### src/rtl/arb_mux_n_pkg.sv
// Shared definitions for the arb_mux_n stream multiplexer: mode encodings,
// lock FSM state type and the selector-width helper.
package arb_mux_n_pkg;

    localparam logic ARB_MODE_FIXED = 1'b0;
    localparam logic ARB_MODE_RR    = 1'b1;

    typedef enum logic {
        ARB_ST_IDLE   = 1'b0,
        ARB_ST_LOCKED = 1'b1
    } arb_state_e;

    // A two-input mux still needs one selector bit, so the width never drops to zero.
    function automatic int arbSelWidth(input int n);
        return (n <= 2) ? 1 : $clog2(n);
    endfunction

endpackage

### src/rtl/arb_mux_n_rr_grant.sv
// Rotating-priority encoder: picks the first requesting channel at or above
// the pointer, wrapping from the top channel back to channel 0.
module rr_grant #(
    parameter int N_IN  = 4,
    parameter int SEL_W = 2
) (
    input  logic [N_IN-1:0]  i_req,
    input  logic [SEL_W-1:0] i_ptr,
    output logic [SEL_W-1:0] o_gnt,
    output logic             o_gntVld
);

    // Scan offsets from the farthest to the nearest so that the request closest
    // to the pointer is the last one written and therefore wins.
    always_comb begin
        int idx;
        idx      = 0;
        o_gnt    = '0;
        o_gntVld = 1'b0;
        for (int k = N_IN - 1; k >= 0; k--) begin
            idx = int'(i_ptr) + k;
            if (idx >= N_IN) begin
                idx = idx - N_IN;
            end
            if (i_req[idx]) begin
                o_gnt    = SEL_W'(idx);
                o_gntVld = 1'b1;
            end
        end
    end

endmodule

### src/rtl/arb_mux_n.sv
// N-input stream multiplexer with valid/ready handshake and one registered
// output stage. The source is chosen by an explicit selector or by round-robin.
// Optional packet locking is enabled by defining ARB_LOCK_EN, which adds the
// in_last port and keeps a granted channel until its last beat.
module arb_mux_n
    import arb_mux_n_pkg::*;
#(
    parameter int WIDTH = 8,
    parameter int N_IN  = 4,
    parameter int SEL_W = arbSelWidth(N_IN)
) (
    input  logic                  clk,
    input  logic                  reset,
    input  logic [N_IN*WIDTH-1:0] in_data,
    input  logic [N_IN-1:0]       in_valid,
    output logic [N_IN-1:0]       in_ready,
    input  logic                  mode,
    input  logic [SEL_W-1:0]      sel,
`ifdef ARB_LOCK_EN
    input  logic [N_IN-1:0]       in_last,
`endif
    output logic [WIDTH-1:0]      out_data,
    output logic [SEL_W-1:0]      out_src,
    output logic                  out_valid,
    input  logic                  out_ready
);

    logic              r_valid;
    logic [WIDTH-1:0]  r_data;
    logic [SEL_W-1:0]  r_src;
    logic [SEL_W-1:0]  r_rrPtr;

    logic              w_load;
    logic              w_xfer;
    logic              w_gntVld;
    logic              w_rrVld;
    logic              w_fixVld;
    logic              w_ptrUpd;
    logic [SEL_W-1:0]  w_gnt;
    logic [SEL_W-1:0]  w_rrGnt;
    logic [SEL_W-1:0]  w_nextPtr;
    logic [WIDTH-1:0]  w_gntData;

    assign w_load    = !r_valid || out_ready;
    assign w_xfer    = w_load && w_gntVld;
    assign w_nextPtr = (w_gnt == SEL_W'(N_IN - 1)) ? '0 : w_gnt + SEL_W'(1);

    rr_grant #(
        .N_IN  (N_IN),
        .SEL_W (SEL_W)
    ) u_rrGrant (
        .i_req    (in_valid),
        .i_ptr    (r_rrPtr),
        .o_gnt    (w_rrGnt),
        .o_gntVld (w_rrVld)
    );

    // In fixed mode only a selector that names an existing channel can win;
    // an out-of-range selector matches nothing and so never grants.
    always_comb begin
        w_fixVld = 1'b0;
        for (int i = 0; i < N_IN; i++) begin
            if (sel == SEL_W'(i)) begin
                w_fixVld = in_valid[i];
            end
        end
    end

`ifdef ARB_LOCK_EN
    arb_state_e        r_state;
    arb_state_e        w_stateNext;
    logic [SEL_W-1:0]  r_lockCh;
    logic [SEL_W-1:0]  w_lockChNext;
    logic              w_lockVld;
    logic              w_gntLast;

    // While locked, the only request that matters is the locked channel's valid.
    always_comb begin
        w_lockVld = 1'b0;
        for (int i = 0; i < N_IN; i++) begin
            if (r_lockCh == SEL_W'(i)) begin
                w_lockVld = in_valid[i];
            end
        end
    end

    // End-of-packet flag of whichever channel currently holds the grant.
    always_comb begin
        w_gntLast = 1'b0;
        for (int i = 0; i < N_IN; i++) begin
            if (w_gnt == SEL_W'(i)) begin
                w_gntLast = in_last[i];
            end
        end
    end

    // A non-final beat locks the grant onto its channel; the final beat releases it.
    always_comb begin
        w_stateNext  = r_state;
        w_lockChNext = r_lockCh;
        case (r_state)
            ARB_ST_IDLE: begin
                if (w_xfer && !w_gntLast) begin
                    w_stateNext  = ARB_ST_LOCKED;
                    w_lockChNext = w_gnt;
                end
            end
            ARB_ST_LOCKED: begin
                if (w_xfer && w_gntLast) begin
                    w_stateNext = ARB_ST_IDLE;
                end
            end
        endcase
    end

    // Lock state register; reset abandons any packet in progress.
    always_ff @(posedge clk or posedge reset) begin
        if (reset) begin
            r_state  <= ARB_ST_IDLE;
            r_lockCh <= '0;
        end else begin
            r_state  <= w_stateNext;
            r_lockCh <= w_lockChNext;
        end
    end

    assign w_ptrUpd = w_xfer && w_gntLast;
`else
    assign w_ptrUpd = w_xfer;
`endif

    // Final grant: the mode picks the source, and an active packet lock overrides both modes.
    always_comb begin
        w_gnt    = '0;
        w_gntVld = 1'b0;
        if (mode == ARB_MODE_RR) begin
            w_gnt    = w_rrGnt;
            w_gntVld = w_rrVld;
        end else if (mode == ARB_MODE_FIXED) begin
            w_gnt    = sel;
            w_gntVld = w_fixVld;
        end
`ifdef ARB_LOCK_EN
        if (r_state == ARB_ST_LOCKED) begin
            w_gnt    = r_lockCh;
            w_gntVld = w_lockVld;
        end
`endif
    end

    // Route the granted channel's data towards the output register.
    always_comb begin
        w_gntData = '0;
        for (int i = 0; i < N_IN; i++) begin
            if (w_gnt == SEL_W'(i)) begin
                w_gntData = in_data[i*WIDTH +: WIDTH];
            end
        end
    end

    // Only the granted channel sees ready, and only when the output stage can take a beat.
    always_comb begin
        in_ready = '0;
        for (int i = 0; i < N_IN; i++) begin
            in_ready[i] = w_xfer && (w_gnt == SEL_W'(i));
        end
    end

    // Output stage: load a granted beat, drop valid when nothing is granted, hold under backpressure.
    always_ff @(posedge clk or posedge reset) begin
        if (reset) begin
            r_valid <= 1'b0;
            r_data  <= '0;
            r_src   <= '0;
        end else if (w_load) begin
            if (w_gntVld) begin
                r_valid <= 1'b1;
                r_data  <= w_gntData;
                r_src   <= w_gnt;
            end else begin
                r_valid <= 1'b0;
            end
        end
    end

    // Round-robin pointer advances past each granted source in every mode,
    // so switching into round-robin continues fairly from the last winner.
    always_ff @(posedge clk or posedge reset) begin
        if (reset) begin
            r_rrPtr <= '0;
        end else if (w_ptrUpd) begin
            r_rrPtr <= w_nextPtr;
        end
    end

    assign out_valid = r_valid;
    assign out_data  = r_data;
    assign out_src   = r_src;

endmodule

### config.mk
export PLATFORM = sky130hd
export DESIGN_NAME = arb_mux_n
export DESIGN_NICKNAME = d
export VERILOG_FILES = /design/src/rtl/arb_mux_n_pkg.sv /design/src/rtl/arb_mux_n_rr_grant.sv /design/src/rtl/arb_mux_n.sv
export SDC_FILE = /design/constraint.sdc
export NUM_CORES = 1
export LEC_CHECK = 0
export CORE_MARGIN = 3
export CORE_UTILIZATION = 34
export DETAILED_ROUTE_END_ITERATION = 8
export PLACE_DENSITY_LB_ADDON = 0.12
export SLEW_MARGIN = 40
export SYNTH_ARGS = -nofsm -noshare
export SYNTH_HDL_FRONTEND = slang
export SYNTH_HIERARCHICAL = 1
export SYNTH_SLANG_ARGS = --single-unit
### constraint.sdc
create_clock -name clk -period 2.2 [get_ports clk]
set_input_delay 0.33 -clock clk [delete_from_list [all_inputs] [get_ports clk]]
set_output_delay 0.33 -clock clk [all_outputs]
set_load 0.03 [all_outputs]
# After elaboration in Yosys (flattened, before gate mapping)
# Index checks and enable logic that the tools add are counted.
dict set report op_classes {
  n_lt_le_gt_ge 8
  n_reduce_logical 10
  mux 36
  add_sub_neg 8
  n_eq_ne 6
}
# operator n
set op_table {}
lappend op_table {{32-bit by 4-bit < comparator with 1-bit output, second input constant} 4}
lappend op_table {{32-bit two-way mux} 4}
lappend op_table {{32-bit by 4-bit >= comparator with 1-bit output, second input constant} 3}
lappend op_table {{32-bit by 4-bit subtractor with 32-bit output, second input constant} 3}
lappend op_table {{8-bit two-way mux} 4}
lappend op_table {{1-bit two-way mux} 18}
lappend op_table {{2-bit two-way mux} 6}
lappend op_table {{1-bit binary-select mux with 2-bit select} 4}
lappend op_table {{2-bit equality test, second input constant} 4}
lappend op_table {{2-bit by 2-bit adder with 3-bit output, second input constant} 2}
lappend op_table {{1-bit logical AND} 5}
lappend op_table {{2-bit by 1-bit equality test with 1-bit output, second input constant} 2}
lappend op_table {{2-bit zero test} 2}
lappend op_table {{2-bit by 3-bit subtractor with 4-bit output, second input constant} 1}
lappend op_table {{2-bit by 1-bit adder with 3-bit output, second input constant} 1}
lappend op_table {{2-bit by 3-bit >= comparator with 1-bit output, second input constant} 1}
lappend op_table {{2-bit by 1-bit adder with 2-bit output, second input constant} 1}
lappend op_table {{2-bit AND reduction} 1}
lappend op_table {{1-bit zero test} 1}
lappend op_table {{1-bit logical OR} 1}
dict set report totals {
  out_inout_bits 15
  inputBits 42
  regBits 13
  word_cells 72
}

# Logic depth before layout (Yosys ltp)
dict set report logic_depth {
  ltp_word 16
  ltp_mapped 11
  depth_no_buf 10
}

# Hierarchy
# Netlist, hierarchy kept.
# mod seq_area_each_um2 area_per_inst_um2 cells_each n_inst
set modules_own_cells {}
lappend modules_own_cells {arb_mux_n 325.3 907.1 93 1}
lappend modules_own_cells {rr_grant 0.0 77.6 13 1}

# Least setup slack after synthesis
# No wires, ideal clock.
dict set report synth_timing {
  kind {register to output}
  from {register r_rrPtr[1]}
  to {output port in_ready[2]}
  path_stages_with_launch 10
  setup_slack_ns -0.166
  t_arrival_ns 2.036
  required_time_ns 1.870
  n_path_buf 1
  path_cell_list {dfrtp_1 nand2b_1 a21oi_1 a211oi_2 mux2_2 inv_1 ha_1 buf_4 clkinv_1 nor2_1}
}
dict set report synth_between {
  elab_chain_cells 13
  word_cells_on_any_way 40
  cone_classes {add/sub: 7; order compare: 4; eq/ne: 1; mux: 26; reduce/logical: 2}
}
# element line_no
set synth_rtl {}
lappend synth_rtl {{start: declaration} arb_mux_n.sv:31} ;# logic [SEL_W-1:0] r_rrPtr;
lappend synth_rtl {{start signal: assignment} arb_mux_n.sv:192} ;# r_rrPtr <= w_nextPtr;
lappend synth_rtl {{2-bit by 2-bit adder with 3-bit output} arb_mux_n_rr_grant.sv:21} ;# idx = int'(i_ptr) + k;
lappend synth_rtl {{32-bit by 4-bit subtractor with 32-bit output / 32-bit by 4-bit >= comparator with 1-bit output (equally long branches)} {arb_mux_n_rr_grant.sv:23, arb_mux_n_rr_grant.sv:22}}
lappend synth_rtl {{32-bit two-way mux} arb_mux_n_rr_grant.sv:22} ;# if (idx >= N_IN) begin
lappend synth_rtl {{1-bit binary-select mux with 2-bit select} arb_mux_n_rr_grant.sv:25} ;# if (i_req[idx]) begin
lappend synth_rtl {{1-bit two-way mux (implied by the code) (2 in a row)} arb_mux_n_rr_grant.sv:25}
lappend synth_rtl {{2-bit two-way mux (3 in a row)} arb_mux_n_rr_grant.sv:25}
lappend synth_rtl {{2-bit two-way mux (*)} arb_mux_n_rr_grant.sv:25}
lappend synth_rtl {{via w_rrGnt[0]} arb_mux_n.sv:40} ;# logic [SEL_W-1:0] w_rrGnt;
lappend synth_rtl {{2-bit two-way mux (*)} arb_mux_n.sv:136} ;# if (mode == ARB_MODE_RR) begin
lappend synth_rtl {{via w_gnt[0]} arb_mux_n.sv:39} ;# logic [SEL_W-1:0] w_gnt;
lappend synth_rtl {{2-bit equality test (*)} arb_mux_n.sv:165} ;# in_ready[i] = w_xfer && (w_gnt == SEL_W'(i));
lappend synth_rtl {{1-bit logical AND (*)} arb_mux_n.sv:165}
lappend synth_rtl {{end: declaration} arb_mux_n.sv:16} ;# output logic [N_IN-1:0] in_ready,
# The timed path passes the listed nets; every way through them passes the cells marked *. The select of a mux whose other input is x is not followed.

# Worst setup path in the final report
dict set report layout_timing {
  from {register r_rrPtr[0]}
  to {output port in_ready[3]}
}
# Same word-level chain as after synthesis.

==> flow_metrics.tcl <==
set metrics [dict create \
    slew_viol_final 0 \
    hold_violations 0 \
    drive_gt1_frac 0.4346 \
    gr-usage-all-layers 0.2014 \
    area_growth_pct 105.8 \
    rr_startpoint "r_rrPtr[0]" \
    syn-instance-count 106 \
    slew_headroom 0.6300 \
    crit_start "r_rrPtr[0]" \
    routedWlPerCell_um 17.10 \
    synthTopCellsByArea "dfrtp_1, mux2_4, mux2_2" \
    cts-htree-levels 1 \
    routed_wl_mm 3.778 \
    grt_pass1_wl_mm 5.340 \
    worstSetupPathType "reg2out" \
    n_fill_cell 184 \
    synth-seq-cells 13 \
    rsz0062_at_grt "yes" \
    max-vdd-ir-drop_mv 0.7722 \
    clkTransAtPathRegs_ps 90 \
    drt_iter0_drc 36 \
    gr-total-overflow 0 \
    clockBufferDepth 2 \
    yosysTopAreaCellShare 0.3304 \
    gp_congestion 0.7224 \
    min_period_ps 2418 \
    drt-pass1-iter-count 4 \
    cp_max_fo 4 \
    drc_errors 0 \
    cts_sinks 13 \
    numCtsBuffers 3 \
    dpl-instance-area_um2 1693 \
    hp-class "in2async" \
    grt_pass1_vias 1119 \
    ys_warn_count 6 \
    stdcell_area_um2 2027 \
    fin_skew_ps 7.571 \
    max_freq_mhz 413.5 \
    synth_nets 152 \
    setup_viol 12 \
    synth.yosys.seq_area_share 0.3304 \
    rows 18 \
    fin_cells 221 \
    dieHeight_um 59.82 \
    worst_slew_pin_slew_ps 554.3 \
    endpoint_kind "output pin" \
    required_ps 1870 \
    place_inst 204 \
    clk_latency_ps 290 \
    synth_top_area_cell "dfrtp_1" \
    timing.final.ws_setup_ps -218.3 \
    start_util 0.3769 \
    fp.dieW_um 59.82 \
    ios 57 \
    cp.arrival_ps 2090 \
    leakagePower_nw 0.8673 \
    cts_tree "yes" \
    avgSynthCellArea_um2 9.290 \
    drv_cap 0 \
    die_area_um2 3578 \
    vias 1143 \
    place_ws_ps -603.3 \
    portBuffers 56 \
    hold_ws_ps 376.1 \
    grt_max_degree 14 \
    pwr_density_cell_nw_per_um2 917.6 \
    via_per_inst 5.172 \
    violations "setup timing" \
    core_um2 2613 \
    status "complete, but fails checks" \
    ant_nets 0 \
    startpoint_type "flip-flop" \
    hpwlAfterDp_mm 2.362 \
    hold_buffers 0 \
    synthDistinctLibCells 25 \
    cts_root_buffer "clkbuf_4" \
    grt_antenna_before_repair 0 \
    synth.cell_area_um2 984.7 \
    diodes 0 \
    min_period_over_period 1.099 \
    nets 238 \
]
==> area by class of cell <==
cell class              instances  area (um^2)  share of cell area
clock buffers                   4        26.28             0.01296
inverters                       7        38.79             0.01914
multi-input cells              81        769.5              0.3796
flip-flops and latches         13        326.6              0.1611
well taps                      30        37.54             0.01852
repair buffers                 86        828.3              0.4086
==> Yosys cell counts (all sizes together) <==
master and instances:
clkinv 1, nor2b 3, o31ai 7, buf 2, o21a 1, a211oi 2
nand2b 3, a221oi 7, mux2i 3, ha 4, a22o 1, nor2 17
o21ai 1, clkbuf 3, dfrtp 13, nor3b 1, nand3 1, inv 6
mux2 13, a21oi 4, nand2 13
==> worst paths after layout <==
check | to | slack (ps) | depth (start not counted)
max in group asynchronous | r_rrPtr[1] | 1420 | 2
worst min-delay path | out_valid | 380 | 2
min in group clk | out_data[1] | 520 | 1
worst max register to register | out_data[3] | -190 | 11
worst max-delay path | in_ready[3] | -220 | 11
worst min register to register | out_data[1] | 520 | 1
==> flip-flops by register name, summed over array words and instances (netlist names) <==
register and flops:
out_valid 1, r_rrPtr 2, out_src 2, out_data 8
==> layer usage <==
layer  track usage  vias up  share of wire
met5             0        -              0
met4       0.05696        0          0.025
met3       0.04320       10          0.049
met2        0.3519       44           0.53
met1        0.2464      545           0.39
li1              -      544              -
==> logic make-up (layout without fill, tap and decap cells) <==
| group | Yosys count | in the layout | share of synthesized area |
|---|---|---|---|
| simple gates | 38 | 38 | 0.1779 |
| compound gates | 23 | 23 | 0.1817 |
| mux | 16 | 16 | 0.2020 |
| flops | 13 | 13 | 0.3304 |
| buf+inv | 12 | 97 | 0.05718 |
| fa+ha+maj | 4 | 4 | 0.05083 |
==> critical path, stage by stage, from the launching register on <==
cell      delay [ps]
dfrtp_1          430
nor3b_4          170
a211oi_2         200
nor2_1            70
a21oi_2          210
buf_4            160
inv_4             40
buf_6            110
ha_4             160
inv_2             60
nor2_2            40
buf_6            140
==> cells in the final DEF, fill, tap and decap left out, types with 2 or more instances in the layout <==
cell / synthesis / final
a211oi_2: 1 / 2
a21oi_2: 1 / 3
a221oi_2: 0 / 7
buf_4: 1 / 22
buf_6: 1 / 10
clkbuf_4: 0 / 3
clkdlybuf4s50_1: 0 / 48
dfrtp_1: 13 / 12
dlygate4sd2_1: 0 / 4
ha_4: 0 / 4
inv_2: 0 / 2
inv_4: 0 / 3
mux2_2: 7 / 6
mux2_4: 6 / 7
mux2i_1: 3 / 2
nand2_1: 13 / 13
nand2b_1: 3 / 2
nor2_1: 17 / 12
nor2_2: 0 / 3
nor2_4: 0 / 2
nor2b_1: 3 / 3
o31ai_1: 7 / 7
==> through the flow <==
step                power [mW]  TNS (ps)  utilization
floorplan               0.9841         0            -
finish                   1.860     -1935       0.7759
global placement         1.372     -6225       0.6480
CTS                      1.732    -900.2       0.7375
detailed placement       1.392     -6600       0.6480
global route             1.955     -3317       0.7759
==> power by group <==
part / switching (mW) / leakage, nW / internal [mW]
logic: 0.588 / 0.697 / 0.686
clock network: 0.0891 / 0.0150 / 0.0706
registers: 0.0831 / 0.155 / 0.344
total: 0.760 / 0.867 / 1.10
==> repair_timing <==
item | 4_1_cts | 5_1_grt
buffers inserted | 5 | 7
gates resized for setup | 45 | 12
cloned | 1 | 0
setup endpoints to repair | 13 | 12
pin swaps | 12 | 10
(Power assumes the default switching activity.)
